[src/rtl/uart_boot_loader_if.sv]
// Byte-stream input and instruction-memory write port of the UART boot loader.
// The master side supplies received bytes; the slave side (the loader) drives the memory port and status.
interface uart_boot_loader_if;
    logic [7:0]  rx_data;
    logic        rx_valid;
    logic        wr_en;
    logic [31:0] wr_addr;
    logic [31:0] wr_data;
    logic        hold_cpu;
    logic        done;
    logic        error;
    logic [15:0] words_loaded;

    modport master (
        output rx_data, rx_valid,
        input  wr_en, wr_addr, wr_data, hold_cpu, done, error, words_loaded
    );

    modport slave (
        input  rx_data, rx_valid,
        output wr_en, wr_addr, wr_data, hold_cpu, done, error, words_loaded
    );
endinterface

[src/rtl/uart_boot_loader.sv]
// Loads a checksummed program image from a UART byte stream into instruction memory,
// holding the core in reset until a complete, valid frame has been written.
module uart_boot_loader #(
    parameter logic [31:0] ADDR_BASE      = 32'h0040_0000,
    parameter int unsigned MAX_WORDS      = 64,
    parameter logic [23:0] TIMEOUT_CYCLES = 24'd5_000_000,
    parameter logic [7:0]  SYNC_BYTE      = 8'hA5
) (
    input  logic               clk,
    input  logic               rst,
    uart_boot_loader_if.slave  bus
);

    localparam int unsigned BYTE_W  = 8;
    localparam int unsigned CNT_W   = 16;
    localparam int unsigned TMO_W   = 24;
    localparam logic [TMO_W-1:0] TMO_LAST = TMO_W'(TIMEOUT_CYCLES - 24'd1);

    typedef enum logic [2:0] {
        S_IDLE,
        S_LEN_LO,
        S_LEN_HI,
        S_DATA,
        S_CHECK,
        S_DONE,
        S_ERR
    } state_t;

    state_t              state_q;
    logic [BYTE_W-1:0]   len_lo_q;
    logic [CNT_W-1:0]    len_q;
    logic [BYTE_W-1:0]   chk_q;
    logic [1:0]          idx_q;
    logic [23:0]         word_q;
    logic [TMO_W-1:0]    idle_q;
    logic                wr_en_q;
    logic [31:0]         wr_addr_q;
    logic [31:0]         wr_data_q;
    logic                hold_q;
    logic                done_q;
    logic                error_q;
    logic [CNT_W-1:0]    words_q;

    logic [CNT_W-1:0]    len_d;
    logic                timed_c;
    logic                tmo_hit_c;

    assign len_d     = {bus.rx_data, len_lo_q};
    assign timed_c   = (state_q == S_LEN_LO) || (state_q == S_LEN_HI) ||
                       (state_q == S_DATA)   || (state_q == S_CHECK);
    assign tmo_hit_c = timed_c && !bus.rx_valid && (idle_q == TMO_LAST);

    // Frame parser; every decision is taken on the edge carrying an rx_valid strobe.
    always_ff @(posedge clk or negedge rst) begin
        if (!rst) begin
            state_q   <= S_IDLE;
            len_lo_q  <= '0;
            len_q     <= '0;
            chk_q     <= '0;
            idx_q     <= '0;
            word_q    <= '0;
            idle_q    <= '0;
            wr_en_q   <= 1'b0;
            wr_addr_q <= ADDR_BASE;
            wr_data_q <= '0;
            hold_q    <= 1'b1;
            done_q    <= 1'b0;
            error_q   <= 1'b0;
            words_q   <= '0;
        end else begin
            wr_en_q <= 1'b0;

            // Advance the write pointer once the strobe cycle has been presented.
            if (wr_en_q) begin
                wr_addr_q <= wr_addr_q + 32'd4;
                words_q   <= words_q + 16'd1;
            end

            if (bus.rx_valid || !timed_c) begin
                idle_q <= '0;
            end else begin
                idle_q <= idle_q + 24'd1;
            end

            case (state_q)
                S_IDLE, S_ERR: begin
                    if (bus.rx_valid && (bus.rx_data == SYNC_BYTE)) begin
                        state_q   <= S_LEN_LO;
                        chk_q     <= '0;
                        words_q   <= '0;
                        error_q   <= 1'b0;
                        wr_addr_q <= ADDR_BASE;
                    end
                end
                S_LEN_LO: begin
                    if (bus.rx_valid) begin
                        len_lo_q <= bus.rx_data;
                        state_q  <= S_LEN_HI;
                    end
                end
                S_LEN_HI: begin
                    if (bus.rx_valid) begin
                        len_q <= len_d;
                        if (32'(len_d) > MAX_WORDS) begin
                            state_q <= S_ERR;
                            error_q <= 1'b1;
                        end else if (len_d == '0) begin
                            state_q <= S_CHECK;
                        end else begin
                            state_q <= S_DATA;
                            idx_q   <= '0;
                        end
                    end
                end
                S_DATA: begin
                    if (bus.rx_valid) begin
                        chk_q <= chk_q + bus.rx_data;
                        idx_q <= idx_q + 2'd1;
                        case (idx_q)
                            2'd0: word_q[7:0]   <= bus.rx_data;
                            2'd1: word_q[15:8]  <= bus.rx_data;
                            2'd2: word_q[23:16] <= bus.rx_data;
                            default: begin
                                wr_en_q   <= 1'b1;
                                wr_data_q <= {bus.rx_data, word_q};
                                // Previous word's count update is always complete by byte 3.
                                if ((words_q + 16'd1) == len_q) begin
                                    state_q <= S_CHECK;
                                end
                            end
                        endcase
                    end
                end
                S_CHECK: begin
                    if (bus.rx_valid) begin
                        if (bus.rx_data == chk_q) begin
                            state_q <= S_DONE;
                            done_q  <= 1'b1;
                            hold_q  <= 1'b0;
                        end else begin
                            state_q <= S_ERR;
                            error_q <= 1'b1;
                        end
                    end
                end
                S_DONE: begin
                end
                default: begin
                    state_q <= S_IDLE;
                end
            endcase

            if (tmo_hit_c) begin
                state_q <= S_ERR;
                error_q <= 1'b1;
            end
        end
    end

    assign bus.wr_en        = wr_en_q;
    assign bus.wr_addr      = wr_addr_q;
    assign bus.wr_data      = wr_data_q;
    assign bus.hold_cpu     = hold_q;
    assign bus.done         = done_q;
    assign bus.error        = error_q;
    assign bus.words_loaded = words_q;

endmodule
[src/flat_wrapper.sv]
// flat-port wrapper written by rule: the top's interface ports become plain ports
module uart_boot_loader_flat 
#(
    parameter logic [31:0] ADDR_BASE      = 32'h0040_0000,
    parameter int unsigned MAX_WORDS      = 64,
    parameter logic [23:0] TIMEOUT_CYCLES = 24'd5_000_000,
    parameter logic [7:0]  SYNC_BYTE      = 8'hA5
)
  (clk, rst, bus_rx_data, bus_rx_valid, bus_wr_en, bus_wr_addr, bus_wr_data, bus_hold_cpu, bus_done, bus_error, bus_words_loaded);
  uart_boot_loader_if bus_i ();
  input  logic clk;
  input  logic rst;
  input wire logic [$bits(bus_i.rx_data)-1:0] bus_rx_data;
  input wire logic [$bits(bus_i.rx_valid)-1:0] bus_rx_valid;
  output wire logic [$bits(bus_i.wr_en)-1:0] bus_wr_en;
  output wire logic [$bits(bus_i.wr_addr)-1:0] bus_wr_addr;
  output wire logic [$bits(bus_i.wr_data)-1:0] bus_wr_data;
  output wire logic [$bits(bus_i.hold_cpu)-1:0] bus_hold_cpu;
  output wire logic [$bits(bus_i.done)-1:0] bus_done;
  output wire logic [$bits(bus_i.error)-1:0] bus_error;
  output wire logic [$bits(bus_i.words_loaded)-1:0] bus_words_loaded;
  assign bus_i.rx_data = bus_rx_data;
  assign bus_i.rx_valid = bus_rx_valid;
  assign bus_wr_en = bus_i.wr_en;
  assign bus_wr_addr = bus_i.wr_addr;
  assign bus_wr_data = bus_i.wr_data;
  assign bus_hold_cpu = bus_i.hold_cpu;
  assign bus_done = bus_i.done;
  assign bus_error = bus_i.error;
  assign bus_words_loaded = bus_i.words_loaded;
  uart_boot_loader #(.ADDR_BASE(ADDR_BASE), .MAX_WORDS(MAX_WORDS), .TIMEOUT_CYCLES(TIMEOUT_CYCLES), .SYNC_BYTE(SYNC_BYTE)) u_core (.clk(clk), .rst(rst), .bus(bus_i));
endmodule
[config.mk]
export PLATFORM = sky130hd
export DESIGN_NAME = uart_boot_loader_flat
export DESIGN_NICKNAME = d
export VERILOG_FILES = /design/src/rtl/uart_boot_loader_if.sv /design/src/rtl/uart_boot_loader.sv /design/src/flat_wrapper.sv
export SDC_FILE = /design/constraint.sdc
export NUM_CORES = 1
export LEC_CHECK = 0
export ABC_CLOCK_PERIOD_IN_PS = 2900
export BUFFER_PORTS_ARGS = -buffer_cell sky130_fd_sc_hd__buf_2
export CAP_MARGIN = 20
export CORE_ASPECT_RATIO = 0.5
export CORE_MARGIN = 10
export CORE_UTILIZATION = 59
export CTS_CLUSTER_DIAMETER = 30
export CTS_CLUSTER_SIZE = 24
export DETAILED_ROUTE_END_ITERATION = 8
export GPL_ROUTABILITY_DRIVEN = 0
export PLACE_DENSITY = 0.76
export SETUP_SLACK_MARGIN = 0.4
export SLEW_MARGIN = 5
export SYNTH_ARGS = -nofsm -noshare
export SYNTH_HDL_FRONTEND = slang
export SYNTH_SLANG_ARGS = --single-unit
[constraint.sdc]
create_clock -name clk -period 2.9 [get_ports clk]
set_input_delay 0.145 -clock clk [delete_from_list [all_inputs] [get_ports clk]]
set_output_delay 0.145 -clock clk [all_outputs]
set_load 0.01 [all_outputs]
After elaboration in Yosys (flattened, before gate mapping)
Index checks and enable logic that the tools add are counted.

Register bits after elaboration: 169. Bits of input ports: 11. Output and inout bits: 84. Word-level logic and storage cells: 115.

Add/subtract/negate cells: 5. $lt $le $gt $ge: 1. Equality and inequality tests: 27. Muxes and demuxes: 37. Bitwise gates (word level): 1. Reductions and logical operators: 28.

Operator list (number): 32-bit 2-to-1 mux (3); 16-bit 2-to-1 mux (3); 32-bit by 3-bit adder with 32-bit output (second input constant) (1); 3-bit 2-to-1 mux (10); 24-bit by 1-bit adder with 24-bit output (second input constant) (1); 24-bit by 23-bit == test with 1-bit output (second input constant) (1); 24-bit 2-to-1 mux (1); 3-bit by 2-bit != test with 1-bit output (second input constant) (8); 3-bit case mux with 6 select lines (1); 3-bit AND reduction (6); 16-bit by 1-bit adder with 16-bit output (second input constant) (1); 16-bit == test (1); 16-bit by 7-bit greater-than comparator with 1-bit output (second input constant) (1); 16-bit zero test (1); 8-bit 2-to-1 mux (2); 8-bit case mux with 2 select lines (1); 2-bit 2-to-1 mux (5); 3-bit == test (second input constant) (3); 1-bit 2-to-1 mux (9); 8-bit adder (1); 8-bit == test (1); 8-bit == test (second input constant) (1); 2-bit != test (second input constant) (4); 8-bit AND reduction (1); other kinds (22) (32).

Logic depth before layout (Yosys ltp)
Gate-level depths: netlist of run 1.

Depth after elaboration: 8. Depth in mapped cells: 9. Depth with buffers taken out: 8.

Worst setup path after synthesis of run 1
OpenSTA, ideal clock, no wires.

Kind: register to register. Start: register u_core.words_q[0], in the netlist u_core.bus.words_loaded[0]. End: register u_core.state_q[2]. Setup time: 0.066 ns. Arrival: 2.094 ns. Data required time: 2.834 ns. Setup slack: 0.740 ns. Stages on the path, launching flop included: 9. Path buffers: 0. Clock period less this slack: 2.160 ns. Cells stage by stage: dfrtp_1 > ha_1 > nand3_1 > nor2_2 > nand2_1 > xnor2_1 > o221ai_1 > or4_1 > nand2_1.

Longest elaborated chain between the ends: 4.

Ends and longest elaborated chain: start, declared (RTL line uart_boot_loader.sv:42) `logic [CNT_W-1:0] words_q;`; start signal, assigned (RTL line uart_boot_loader.sv:76) `words_q <= words_q + 16'd1;`; 16-bit by 1-bit adder with 16-bit output (RTL line uart_boot_loader.sv:127) `if ((words_q + 16'd1) == len_q) begin`; 16-bit == test (RTL line uart_boot_loader.sv:127); 3-bit by 2-bit != test with 1-bit output (no line); 8-bit AND reduction (no line); end signal, assigned (RTL line uart_boot_loader.sv:128) `state_q <= S_CHECK;`; end signal, assigned (RTL line uart_boot_loader.sv:137) `state_q <= S_DONE;`; end signal, assigned (RTL line uart_boot_loader.sv:141) `state_q <= S_ERR;`; end, declared (RTL line uart_boot_loader.sv:29) `state_t state_q;`.

Every way passes these cells. A chain may end at the register's enable or synchronous reset.

Final worst setup path of run 1
Start: register u_core.state_q[2]. End: register u_core.wr_data_q[13], in the netlist u_core.bus.wr_data[13].

Longest elaborated chain between the ends: 2.

Ends and longest elaborated chain: start signal, assigned (RTL line uart_boot_loader.sv:56) `state_q <= S_IDLE;`; start signal, assigned (RTL line uart_boot_loader.sv:88) `state_q <= S_LEN_LO;`; start signal, assigned (RTL line uart_boot_loader.sv:98) `state_q <= S_LEN_HI;`; 3-bit by 2-bit == test with 1-bit output (RTL line uart_boot_loader.sv:85) `case (state_q)`; 3-bit AND reduction (no line); end signal, assigned (RTL line uart_boot_loader.sv:125) `wr_data_q <= {bus.rx_data, word_q};`; end, declared (RTL line uart_boot_loader.sv:38) `logic [31:0] wr_data_q;`.

Every way passes these cells.

==> flow_summary.ini, run 1 <==
[status]
status = completed

[pwr]
combPwrFrac_pct = 32.0
seq_power_share_pct = 40.9
net-switching-power_mw = 3.07
p_leak_nw = 4.17
p_per_area_nw_per_um2 = 889
irDropWorstVdd_mv = 0.376
total_power_mw = 8.45
clock_power_share_pct = 27.1
switching_share_pct = 36.3
internal_power_mw = 5.38

[global_routing]
grt_overflow = 0
grt_pass1_wl_mm = 31.0
grt_start_max_net_pins = 82
antenna_found_initial = 0
grt_usage_pct = 19.8
grt_pass1_vias = 6014

[timing]
finalHoldViolations = 0
finalSetupViolCount = 0
clock_skew_ns = 0.00763
fin_hold_ws_ns = 0.132
max-slew-margin-rel_pct = 51.0
rsz0062_at_grt = false
fin_crit_sh_pct = 79.9
worstMarginPinSlew_ns = 0.735
period_minus_slack_ns = 2.32
setup_ws_ns = 0.582
timing.fmax_mhz = 431
fin_tns_setup_ns = 0
slew_violations = 0

[placed_design]
portBuffers = 92
place_inst = 1024
postPlaceCellArea_um2 = 8890
post-dp-hpwl_mm = 12.6
pre_cts_ws_ns = 0.450

[synthesis]
yosysWarnings = 0
synth-main-ff-cell = dfrtp_1
synth.area.top_cells = dfrtp_1, mux2_2, xor2_1
synthesis.area_um2 = 8230
synth.top_cells.by_count = dfrtp_1, nor2_1, mux2_2
syn_avg_cell_area_um2 = 10.8
synth.ff_latch_count = 167
synth_cells = 763
post_synth_num_cell_types = 60
netlist.area_leader.share_pct = 50.2
ys_seq_area_share_pct = 50.8
post-synth-top-count-cell = dfrtp_1
synth_enable_flop_cells = 0
async_reset_ff_share_pct = 100
synth_top_area_cell = dfrtp_1

[floorplanning]
start_util_pct = 60.5
num_rows = 30
io_pins = 95
die_h_um = 103
die_w_um = 187
die_area_um2 = 19400
core_area_um2 = 13600

[routing]
drc = 0
ant_nets = 0
drt_first_pass_iters = 5
vias_per_cell = 5.76
wl_per_cell_um = 17.5
wl_mm = 18.5
via_count = 6082
drt_iter0_drc = 405

[worst_setup_path]
reg2reg_to = u_core.bus.wr_data[13]
critPathMaxStageDelay_ns = 0.65
crit_arrival_ns = 2.62
cp-start-kind = flop
cp_data_required_time_ns = 3.20
rrSetupSlack_ns = 0.58
startpoint = u_core.state_q[2]
ff2ff_path_depth = 5
r2r_start = u_core.state_q[2]
crit_path_cell_trace = nor2_1 > and3_1 > nand2_1 > buf_12 > mux2_2
critPathKind = reg -> reg
worstPathMaxFanout = 21
worst_setup_path_end_kind = flop
crit_path_top_delay_cell = dfrtp_1

[clocking]
ctsHtreeMaxLevel = 4
clk_path_buf_depth = 2
root_buffer = clkbuf_16
postCtsSetupBuffers = 0
cts_tree = done
clk_latency_ns = 0.42
cts_sinks = 167
cts_made_buffers = 17
clk_pin_slew_ns = 0.07

[cells_and_area]
nets = 878
drive_gt1_share_pct = 26.3
fin_area_um2 = 9510
final_cells = 1056
fin_util_pct = 70.0
syn2layout_area_growth_pct = 15.6
diodes = 0

[worst_hold_path]
hp-class = in -> reg
worstHoldEndpoint = u_core.len_q[14]
hold_start = bus_rx_data[6]
hold_depth = 3

[run]
maxCapViolCount = 0
==> timing repair <==
item                       4_1_cts  5_1_grt
setup endpoints to repair        0        3
hold buffers                     1        0
gates resized for setup          0        4
hold endpoints to repair        78        0
==> state kept, by name, summed over array words and instances (netlist names), 2 cells and up <==
register,count
u_core.len_lo_q,8
u_core.chk_q,8
u_core.bus.wr_data,32
u_core.bus.words_loaded,16
u_core.len_q,16
u_core.state_q,3
u_core.idle_q,24
u_core.word_q,24
u_core.bus.wr_addr,30
u_core.idx_q,2
==> cell families (layout without fill, tap and decap cells) <==
logic type      count (synthesis)  in the layout  share of synthesized area [%]
simple gates                  290            290                           18.1
flops                         167            167                           50.8
xor+xnor                       82             82                           8.73
mux                            82             82                           11.2
compound gates                 80             80                           6.28
buf+inv                        46            146                           2.40
fa+ha+maj                      15             15                           2.37
other cells                     1              2                         0.0456
==> placed cells by master (no fill, tap or decap), types with 4 or more instances in the layout <==
cell type  instances
buf_4              6
nor3_1            11
and4_1             9
and3_1             7
nand2b_1           8
inv_1             12
or3_1              8
ha_1              14
buf_2             91
xor2_1            48
clkbuf_16         17
nand2_1           55
nand3_1           40
nand4_1           25
dfrtp_1          164
o21bai_1           4
nor2b_1            8
inv_6              5
xnor2_1           34
nor4b_1            6
mux2_2            78
nor4_1             6
a21oi_1           23
a31oi_1            5
o21ai_0           22
nor2_1            92
==> worst max-delay path by stage <==
stage | endpoint | cells past startpoint
4_1_cts | u_core.state_q[1] | 8
6_report | u_core.bus.wr_data[13] | 5
5_1_grt | u_core.state_q[1] | 8
2_1_floorplan | u_core.state_q[2] | 8
3_3_place_gp | u_core.state_q[1] | 8
3_5_place_dp | u_core.state_q[1] | 8
==> critical path: cells and delay by family (launching register included) <==
family | cells | cell delay, ns
and+or+nand+nor | 3 | 0.94
DFF | 1 | 0.65
muxes | 1 | 0.35
buffers and inverters | 1 | 0.25
==> metal layers <==
layer	GRT usage, %	share of wire, %	vias to the layer above
met2	31.7	45	175
met1	26.9	49	3015
li1	-	-	2869
met3	3.98	4.8	23
met4	6.28	1.4	0
met5	0	0	-
==> cell type report <==
| class | instances | area (um2) |
|---|---|---|
| Clock buffer | 18 | 429 |
| Clock inverter | 13 | 161 |
| Fill cell | 1008 | 4080 |
| Inverter | 13 | 48.8 |
| Multi-Input combinational cell | 551 | 3860 |
| Sequential cell | 167 | 4180 |
| Tap cell | 192 | 240 |
| Timing Repair Buffer | 102 | 582 |
==> power by group through the flow <==
stage               registers [mW]  logic [mW]  clock network, mW
CTS                           3.44        2.68               2.33
floorplan                     3.33        2.04                  0
global placement              3.45        2.58                  0
finish                        3.46        2.70               2.29
global route                  3.54        3.01               2.44
detailed placement            3.48        2.65                  0
Note: power is estimated with default switching activity, not from simulation.
==> run 2, diff against run 1 <==
--- a/config.mk
+++ b/config.mk
@@ -5,7 +5,7 @@
 export SDC_FILE = /design/constraint.sdc
 export NUM_CORES = 1
 export LEC_CHECK = 0
-export ABC_CLOCK_PERIOD_IN_PS = 2900
+export ABC_CLOCK_PERIOD_IN_PS = 2150
 export BUFFER_PORTS_ARGS = -buffer_cell sky130_fd_sc_hd__buf_2
 export CAP_MARGIN = 20
 export CORE_ASPECT_RATIO = 0.5
==> constraint.sdc (replaced) <==
create_clock -name clk -period 2.15 [get_ports clk]
set_input_delay 0.1075 -clock clk [delete_from_list [all_inputs] [get_ports clk]]
set_output_delay 0.1075 -clock clk [all_outputs]
set_load 0.01 [all_outputs]
==> flow_summary.ini, run 2 (synthesis gave the netlist of run 1 again) <==
[status]
status = completed

[clocking]
ctsHtreeMaxLevel = 4
root_buffer = clkbuf_16
cts_sinks = 167
clk_pin_slew_ns = 0.07
clk_latency_ns = 0.43
clk_path_buf_depth = 2
cts_tree = done
cts_made_buffers = 17

[placed_design]
place_inst = 1052
pre_cts_ws_ns = 0.00953
portBuffers = 92
post-dp-hpwl_mm = 13.3

[cells_and_area]
nets = 959
mostFrequentLayoutCells = dfrtp_1, buf_2, nor2_1, buf_4, mux2_2
diodes = 0
largest_reg_flops = 32
final_cells = 1138
drive_gt1_share_pct = 40.8
fill_cells = 872
final_common_cell = dfrtp_1
syn2layout_area_growth_pct = 28.2

[worst_setup_path]
crit_path_top_delay_cell = dfrtp_2
worst_setup_path_end_kind = flop
startpoint = u_core.bus.words_loaded[1]
cpMostUsedCell = nand4_1
ff2ff_path_depth = 8
rrSetupSlack_ns = 0.02
critPathTopFamily = simple AND/OR/NAND/NOR gates
crit_arrival_ns = 2.49
r2r_start = u_core.bus.words_loaded[1]
critPathBufInv = 1
cp-start-kind = flop
crit_path_cell_trace = buf_6 > ha_4 > xnor2_2 > nand4_1 > a2111oi_4 > nand4_1 > or4_1 > nand2_1
cp_data_required_time_ns = 2.51
cp_num_cells = 8
reg2reg_to = u_core.state_q[2]
endpoint = u_core.state_q[2]
worstPathMaxFanout = 2
critPathKind = reg -> reg
critPathMaxStageDelay_ns = 0.44

[pwr]
combPwrFrac_pct = 40.5
net-switching-power_mw = 4.81
p_leak_nw = 4.63
seq_power_share_pct = 36.4
internal_power_mw = 7.89
switching_share_pct = 37.9
clock_power_share_pct = 23.2
total_power_mw = 12.7
p_per_area_nw_per_um2 = 1200
irDropWorstVdd_mv = 0.537

[worst_hold_path]
hp-class = in -> reg

[timing]
finalSetupViolCount = 0
slew_violations = 0
timing.fmax_mhz = 470
finalHoldViolations = 0
period_minus_slack_ns = 2.13
clock_skew_ns = 0.0152
rsz0062_at_grt = true
fin_hold_ws_ns = 0.0556
worstMarginPinSlew_ns = 0.559
max-slew-margin-rel_pct = 62.8
setup_ws_ns = 0.0233
fin_tns_setup_ns = 0
fin_crit_sh_pct = 98.9

[floorplanning]
core_area_um2 = 13600
io_pins = 95
num_rows = 30
die_area_um2 = 19400
start_util_pct = 60.5
die_w_um = 187
die_h_um = 103

[routing]
ant_nets = 0
dr_wl_met3_mm = 1.18
wl_per_cell_um = 18.6
drc = 0
drt_first_pass_iters = 6
via_count = 6623
dr_wl_met2_mm = 10.3
vias_per_cell = 5.82
top_layer = met4
wl_met1_mm = 9.26
wl_mm = 21.1
drt_iter0_drc = 528

[global_routing]
grt_start_max_net_pins = 60
grt_usage_pct = 21.3
grt_overflow = 0
grt_pass1_wl_mm = 33.3
grt_pass1_vias = 6547
antenna_found_initial = 0

[run]
maxCapViolCount = 0
==> run 2: changes by cell type in the layout (fill, tap and decap cells not counted), moves of 7 or more <==
cell and change:
ha_1 -8, ha_4 +7, buf_4 +74, dfrtp_2 +13, nor2_1 -8, a21oi_1 -7
a21oi_2 +7, dfrtp_1 -13
==> run 2: routing by layer <==
metal | vias up | GRT usage [%]
li1 | 3025 | -
met1 | 3345 | 26.6
met2 | 221 | 36.0
met3 | 32 | 4.99
met4 | 0 | 8.06
met5 | - | 0
==> run 2: cell type report <==
type	instances	area [um2]	share of cell area, %
well taps	192	240	2.28
repair buffers	183	1240	11.8
inverters	13	48.8	0.463
clock buffers	18	429	4.07
clock inverters	14	129	1.22
multi-input cells	551	4260	40.4
flip-flops and latches	167	4200	39.8
==> run 2: power groups by stage <==
stage / clock, mW / combinational, mW / sequential, mW
2_1_floorplan: 0 / 2.90 / 4.50
3_3_place_gp: 0 / 3.88 / 4.59
3_5_place_dp: 0 / 3.99 / 4.64
4_1_cts: 2.98 / 4.46 / 4.57
5_1_grt: 3.12 / 5.56 / 4.70
6_report: 2.94 / 5.14 / 4.62
==> run 2: repair_timing <==
action | 4_1_cts | 5_1_grt
hold endpoints to repair | 55 | 0
resized for setup | 36 | 47
setup endpoints to repair | 114 | 113
setup buffers | 27 | 26
hold buffers | 1 | 0
pin swaps | 25 | 39
==> run 2: worst min-delay path by stage <==
stage	from	to	slack, ns	depth (start not counted)
after floorplan	rst	u_core.bus.done	-0.19	0
after global placement	rst	u_core.bus.wr_data[2]	0.11	1
after detailed placement	rst	u_core.bus.wr_data[2]	0.12	1
after CTS	bus_rx_data[1]	u_core.len_q[9]	0.009	2
after global routing	bus_rx_data[1]	u_core.len_q[9]	0.06	2
final	bus_rx_data[1]	u_core.len_q[9]	0.06	2
==> run 2: through the flow <==
step | util [%] | cell area, um2
6_report | 77.6 | 10500
5_1_grt | 77.6 | 10500
4_1_cts | 74.5 | 10100
3_5_place_dp | 67.8 | 9220
3_3_place_gp | 67.8 | 9220
2_1_floorplan | - | 8360
==> run 2: worst register-to-register path, cell delays in order, from the launching register on <==
cell and delay, ns:
dfrtp_2 0.44, buf_6 0.13, ha_4 0.23, xnor2_2 0.19, nand4_1 0.18, a2111oi_4 0.22, nand4_1 0.18, or4_1 0.42
nand2_1 0.08
